`src/rtl/edge_pkg.sv`:
```
// Shared definitions for the edge BRAM reader: geometry defaults, bus widths and FSM states.
package edge_pkg;

    localparam int DEFAULT_WIDTH  = 640;
    localparam int DEFAULT_HEIGHT = 480;
    localparam int ADDR_W         = 19;
    localparam int X_W            = 10;
    localparam int Y_W            = 9;
    localparam int EDGE_W         = 3;
    localparam int BRAM_LATENCY   = 2;

    typedef enum logic [2:0] {
        IDLE,
        WAIT,
        WAIT2,
        CHECK,
        EMIT,
        ADVANCE,
        DONE
    } state_t;

endpackage

```
`src/rtl/edge_bbox_tracker.sv`:
```
// Bounding box of the edge pixels seen in the current scan; cleared at scan start,
// widened on each update strobe.
module edge_bbox_tracker
    import edge_pkg::*;
#(
    parameter int WIDTH  = DEFAULT_WIDTH,
    parameter int HEIGHT = DEFAULT_HEIGHT
) (
    input  logic           clk,
    input  logic           reset,
    input  logic           clear,
    input  logic           update,
    input  logic [X_W-1:0] x,
    input  logic [Y_W-1:0] y,
    output logic [X_W-1:0] x_min,
    output logic [X_W-1:0] x_max,
    output logic [Y_W-1:0] y_min,
    output logic [Y_W-1:0] y_max
);

    // Min starts at the far corner and max at the origin so the first update wins both.
    always_ff @(posedge clk) begin
        if (reset || clear) begin
            x_min <= X_W'(WIDTH - 1);
            x_max <= '0;
            y_min <= Y_W'(HEIGHT - 1);
            y_max <= '0;
        end else if (update) begin
            if (x < x_min) x_min <= x;
            if (x > x_max) x_max <= x;
            if (y < y_min) y_min <= y;
            if (y > y_max) y_max <= y;
        end
    end

endmodule

```
`src/rtl/edge_point_reader.sv`:
```
// Raster-scans the completed edge BRAM and streams (x,y) of every nonzero pixel on a
// valid/ready interface. Optional bounding box output enabled by EDGE_READER_BBOX_EN.
module edge_point_reader
    import edge_pkg::*;
#(
    parameter int WIDTH  = DEFAULT_WIDTH,
    parameter int HEIGHT = DEFAULT_HEIGHT
) (
    input  logic              clk,
    input  logic              reset,
    input  logic              start,
    input  logic [EDGE_W-1:0] edge_data,
    output logic [ADDR_W-1:0] edge_memory_addr,
    output logic [X_W-1:0]    point_x,
    output logic [Y_W-1:0]    point_y,
    output logic              point_valid,
    input  logic              point_ready,
    output logic [ADDR_W-1:0] point_count,
    output logic              done
`ifdef EDGE_READER_BBOX_EN
    ,
    output logic [X_W-1:0]    bbox_x_min,
    output logic [X_W-1:0]    bbox_x_max,
    output logic [Y_W-1:0]    bbox_y_min,
    output logic [Y_W-1:0]    bbox_y_max,
    output logic              bbox_valid
`endif
);

    state_t         state;
    state_t         next_state;
    logic [X_W-1:0] x;
    logic [Y_W-1:0] y;
    logic           last_pixel;
    logic           scan_start;
    logic           edge_hit;

    assign last_pixel = (x == X_W'(WIDTH - 1)) && (y == Y_W'(HEIGHT - 1));
    assign scan_start = (state == IDLE) && start;
    assign edge_hit   = (state == CHECK) && (edge_data != '0);

    always_ff @(posedge clk) begin
        if (reset) state <= IDLE;
        else       state <= next_state;
    end

    // WAIT/WAIT2 cover the two-cycle BRAM read latency before CHECK samples edge_data.
    always_comb begin
        next_state = state;
        case (state)
            IDLE:    if (start) next_state = WAIT;
            WAIT:    next_state = WAIT2;
            WAIT2:   next_state = CHECK;
            CHECK:   next_state = (edge_data != '0) ? EMIT : ADVANCE;
            EMIT:    if (point_ready) next_state = ADVANCE;
            ADVANCE: next_state = last_pixel ? DONE : WAIT;
            DONE:    if (!start) next_state = IDLE;
            default: next_state = IDLE;
        endcase
    end

    always_ff @(posedge clk) begin
        if (reset) begin
            edge_memory_addr <= '0;
            x                <= '0;
            y                <= '0;
            point_x          <= '0;
            point_y          <= '0;
            point_valid      <= 1'b0;
            point_count      <= '0;
            done             <= 1'b0;
        end else begin
            case (state)
                IDLE: begin
                    if (start) begin
                        edge_memory_addr <= '0;
                        x                <= '0;
                        y                <= '0;
                        point_count      <= '0;
                        done             <= 1'b0;
                    end
                end
                CHECK: begin
                    if (edge_data != '0) begin
                        point_x     <= x;
                        point_y     <= y;
                        point_valid <= 1'b1;
                    end
                end
                EMIT: begin
                    if (point_ready) begin
                        point_valid <= 1'b0;
                        point_count <= point_count + ADDR_W'(1);
                    end
                end
                ADVANCE: begin
                    // The address stops at the last pixel so it never leaves the frame.
                    if (last_pixel) begin
                        done <= 1'b1;
                    end else begin
                        edge_memory_addr <= edge_memory_addr + ADDR_W'(1);
                        if (x == X_W'(WIDTH - 1)) begin
                            x <= '0;
                            y <= y + Y_W'(1);
                        end else begin
                            x <= x + X_W'(1);
                        end
                    end
                end
                default: ;
            endcase
        end
    end

`ifdef EDGE_READER_BBOX_EN
    edge_bbox_tracker #(
        .WIDTH  (WIDTH),
        .HEIGHT (HEIGHT)
    ) bbox_tracker (
        .clk    (clk),
        .reset  (reset),
        .clear  (scan_start),
        .update (edge_hit),
        .x      (x),
        .y      (y),
        .x_min  (bbox_x_min),
        .x_max  (bbox_x_max),
        .y_min  (bbox_y_min),
        .y_max  (bbox_y_max)
    );

    // An empty frame has no meaningful box, so validity follows the transfer count.
    always_ff @(posedge clk) begin
        if (reset || scan_start)
            bbox_valid <= 1'b0;
        else if (state == ADVANCE && last_pixel)
            bbox_valid <= (point_count != '0);
    end
`else
    logic unused_hit;
    assign unused_hit = edge_hit;
`endif

endmodule

```
`config.mk`:
```
export PLATFORM = sky130hd
export DESIGN_NAME = edge_point_reader
export DESIGN_NICKNAME = d
export VERILOG_FILES = /design/src/rtl/edge_pkg.sv /design/src/rtl/edge_bbox_tracker.sv /design/src/rtl/edge_point_reader.sv
export SDC_FILE = /design/constraint.sdc
export NUM_CORES = 1
export LEC_CHECK = 0
export ABC_AREA = 1
export CAP_MARGIN = 20
export CORE_AREA = 2 2 70 122
export DETAILED_ROUTE_END_ITERATION = 8
export DIE_AREA = 0 0 72 124
export PLACE_DENSITY = 0.78
export RECOVER_POWER = 25
export SYNTH_ARGS = -nofsm -noshare
export SYNTH_HDL_FRONTEND = slang
export SYNTH_HIERARCHICAL = 1
export SYNTH_SLANG_ARGS = --single-unit
```
`constraint.sdc`:
```
create_clock -name clk -period 1.95 [get_ports clk]
set_input_delay 0.39 -clock clk [delete_from_list [all_inputs] [get_ports clk]]
set_output_delay 0.39 -clock clk [all_outputs]
set_load 0.05 [all_outputs]
```
==> summary.md <==
| Metric | Value |
|---|---|
| Run status | finished, final reports clean |
| Synth Area in Simple Gates | between 30% and 40% |
| Clock root buffer | clkbuf_16 |
| Initial antenna violation count | 0 |
| Share of layout cells above drive strength 1 | a little over 8% |
| Worst min-delay path category | flip-flop to flip-flop |
| Final hold violations | 0 |
| Port bufs | 65 |
| Vias in the first global route | roughly 4,200 |
| Sw power | between 1 and 1.5 mW |
| Synth top area share | slightly below 40% |
| Fraction of synthesized area in multiplexers | 0% |
| Max Root-Sink Buffers | 2 |
| Row Count | 43 |
| Vias per cell | 5.44 |
| Sw frac | around a quarter |
| Cell area after placement | ~5000 um2 |
| Syn nets | 651 |
| Skew final | ~10 ps |
| Die area | 8930 um2 |
| Critical Path RT | ~1600 ps |
| ANT cells | 0 |
| Synthesized area | 4180 um2 |
| Setup violators final | 0 |
| LEAKAGE | 2.12 nW |
| H-tree depth | 3 |
| GRT Total Usage | 25.9% |
| Max Cap Violations | 0 |
| Die Ht | around 120 um |
| Yosys warnings | 6 |
| Fmax | 526 MHz |
| Critical path arrival | roughly 1500 ps |
| Post-synthesis average cell area | about 6.5 um2 |
| Crit-path leading delay family | buffers and inverters |
| Critical path cell sequence | clkdlybuf4s50_1 |
| Internal | between 2 and 3 mW |
| Core box area | 7910 um2 |
| Total gr overflow | 0 |
| GRT met3 Usage | ~5.0% |
| Mean routed wirelength per cell | between 10 and 15 um |
| Worst-Skew Late Latency | between 300 and 400 ps |
| Clock buffer count from CTS | 9 |
| P per Cell Area | approximately 750 nW/um2 |
| Post-Synth XOR/XNOR Area | approximately 1.0% |
| Yosys reg bits | 81 |
| Clk sinks | 81 |
| Minimum clock period | around 1900 ps |
| Seq/Total Area, Yosys | 38.8% |
| Logic pwr share | approximately an eighth |
| Post-DRT Antenna Nets | 0 |
| Max IR drop VDD | approximately 0.00049 V |
| DRT Pass-1 Iters | 6 |
| GR peak layer | met2 |
| Cell area after layout | about 5300 um2 |
| Vias | approximately 4,400 |
| Area growth syn-to-layout | 26.1% |
| Relative slew slack | ~60% |
| Met2 GRT Util | approximately 48% |
| Detail Placement HPWL | a little over 8 mm |
| CTS tree | built |
| Largest cells by area after synthesis | dfxtp_1 (39%), nand2_1 (14%), nor2_1 (8.7%), a21oi_1 (7.4%), inv_1 (6.8%) |
| Cts hold-fix bufs | 0 |
| Largest net degree at the start of global routing | 34 |
| CP Launch Type | flip-flop |
| Reg power frac | between 40% and 50% |
| Post-synthesis adder-cell area fraction | between 1 and 1.5% |
| Fin crit share | between 90% and 100% |
| Biggest area consumer among synthesized cells | dfxtp_1 |
| Final Max Tran Viols | 0 |
| Drt total wl | 11.1 mm |
| Residual DRC count | 0 |
| Routability Congestion | slightly above 0.9 |
| Crit-path slowest cell | clkdlybuf4s50_1 |
| Die Wd | around 70 um |
| Synth Area in Compound Gates | a little over an eighth |
| Largest family of logic cells by synthesized area | simple AND/OR/NAND/NOR gates |
| Worst setup EP type | output port |
| Initial DRC count | 277 |
| Crit path max fanout | 2 |
| Buffers & Inverters on Critical Path | 1 |
| Number of top-level pins | 66 |
| Starting Density | between 50% and 60% |
| First-pass GRT wire length | 18.2 mm |
| Post-Synthesis Cells | between 600 and 700 |
| Synth cell types | 34 |
| Worst Tran Pin Value | 613 ps |
| Clock share of power | roughly 44% |
| Nets | around 730 |
| Clock transition at path regs | roughly 60 ps |
| M1 GR Usage | around a quarter |
| Crit-path max cell delay | a little over 800 ps |
| Setup TNS | 0 ps |
| Setup CP Type | flip-flop to output port |
==> state kept, by name, summed over array words and instances (netlist names) <==
register	count
point_count	19
state	3
point_x	10
point_valid	1
y	9
edge_memory_addr	19
x	10
done	1
point_y	9
==> area by class of cell <==
cell class / count / area (um2)
Timing Repair Buffer: 90 / 741
Clock inverter: 4 / 51.3
Fill cell: 721 / 2640
Inverter: 77 / 289
Tap cell: 90 / 113
Sequential cell: 81 / 1630
Clock buffer: 12 / 256
Multi-Input combinational cell: 462 / 2200
==> metrics by stage <==
step / utilization [%] / std cells / power [mW] / setup slack (ps) / hold WS (ps)
floorplan: - / 640 / 2.08 / 61.4 / 439
detailed placement: 63.4 / 798 / 2.27 / -97.6 / 463
global route: 66.7 / 816 / 4.12 / -22.0 / 494
global placement: 63.4 / 798 / 2.26 / -12.3 / 446
CTS: 67.1 / 814 / 4.00 / 1.51 / 472
finish: 66.7 / 816 / 3.97 / 48.6 / 472
==> cell usage after synthesis <==
| master | count |
|---|---|
| nand2_1 | 155 |
| nor2_1 | 97 |
| dfxtp_1 | 81 |
| inv_1 | 76 |
| a21oi_1 | 62 |
| nand3_1 | 42 |
| o21ai_0 | 33 |
| nand4_1 | 28 |
| nor3_1 | 8 |
| clkbuf_1 | 7 |
| buf_2 | 6 |
| o21bai_1 | 5 |
| buf_1 | 4 |
| ha_1 | 4 |
| nand2_2 | 4 |
| nand3b_1 | 3 |
| xor2_1 | 3 |
| buf_6 | 2 |
| nor2_2 | 2 |
| nor2_4 | 2 |
| nor3b_1 | 2 |
| xnor2_1 | 2 |
| a211oi_1 | 1 |
| and2_0 | 1 |
| and2_1 | 1 |
| and3_1 | 1 |
| clkbuf_2 | 1 |
| inv_2 | 1 |
| nand2_4 | 1 |
| nand3_2 | 1 |
| nand3_4 | 1 |
| o21ai_4 | 1 |
| o311ai_0 | 1 |
| or2_2 | 1 |
==> layout by cell type (no fill, tap or decap), types with 5 or more instances in the layout <==
master / count
nand2_1: 154
nor2_1: 96
dfxtp_1: 78
inv_1: 76
a21oi_1: 62
nand3_1: 42
o21ai_0: 33
nand4_1: 28
clkdlybuf4s50_1: 27
clkbuf_1: 25
buf_4: 20
dlygate4sd2_1: 10
clkbuf_16: 9
nor3_1: 8
o21bai_1: 5
dlymetal6s2s_1: 5
==> path summary, 6_finish.rpt <==
kind              from  endpoint  slack, ps  depth (start not counted)
setup / recovery  done      done         50                          1
hold / removal    x[3]      x[3]        470                          2
setup reg to reg  x[1]      y[3]        140                         10
hold reg to reg   x[3]      x[3]        470                          2
==> kinds of logic after synthesis <==
| kind of cell | count (synthesis) |
|---|---|
| AO/OA/AOI/OAI | 103 |
| XOR/XNOR | 5 |
| adder cells (fa/ha/maj) | 4 |
| buffers and inverters | 97 |
| flip-flops | 81 |
| AND/OR/NAND/NOR | 350 |
==> layer usage <==
layer	share of wire, %	vias to the layer above
met5	0	-
met4	3.5	0
met3	4.4	33
met2	53	128
met1	39	2039
li1	-	2238
==> power by group through the flow <==
stage	clock network (mW)	logic, mW	registers [mW]
after detailed placement	0	0.503	1.77
final	1.73	0.507	1.73
after CTS	1.76	0.505	1.73
after global routing	1.83	0.552	1.74
after global placement	0	0.496	1.76
after floorplan	0	0.226	1.86
==> timing repair <==
action | 4_1_cts | 5_1_grt
setup endpoints to repair | 10 | 39
buffers inserted | 0 | 2
gates resized for setup | 10 | 14
pin swaps | 0 | 1
Power figures use the tool's default switching activity.
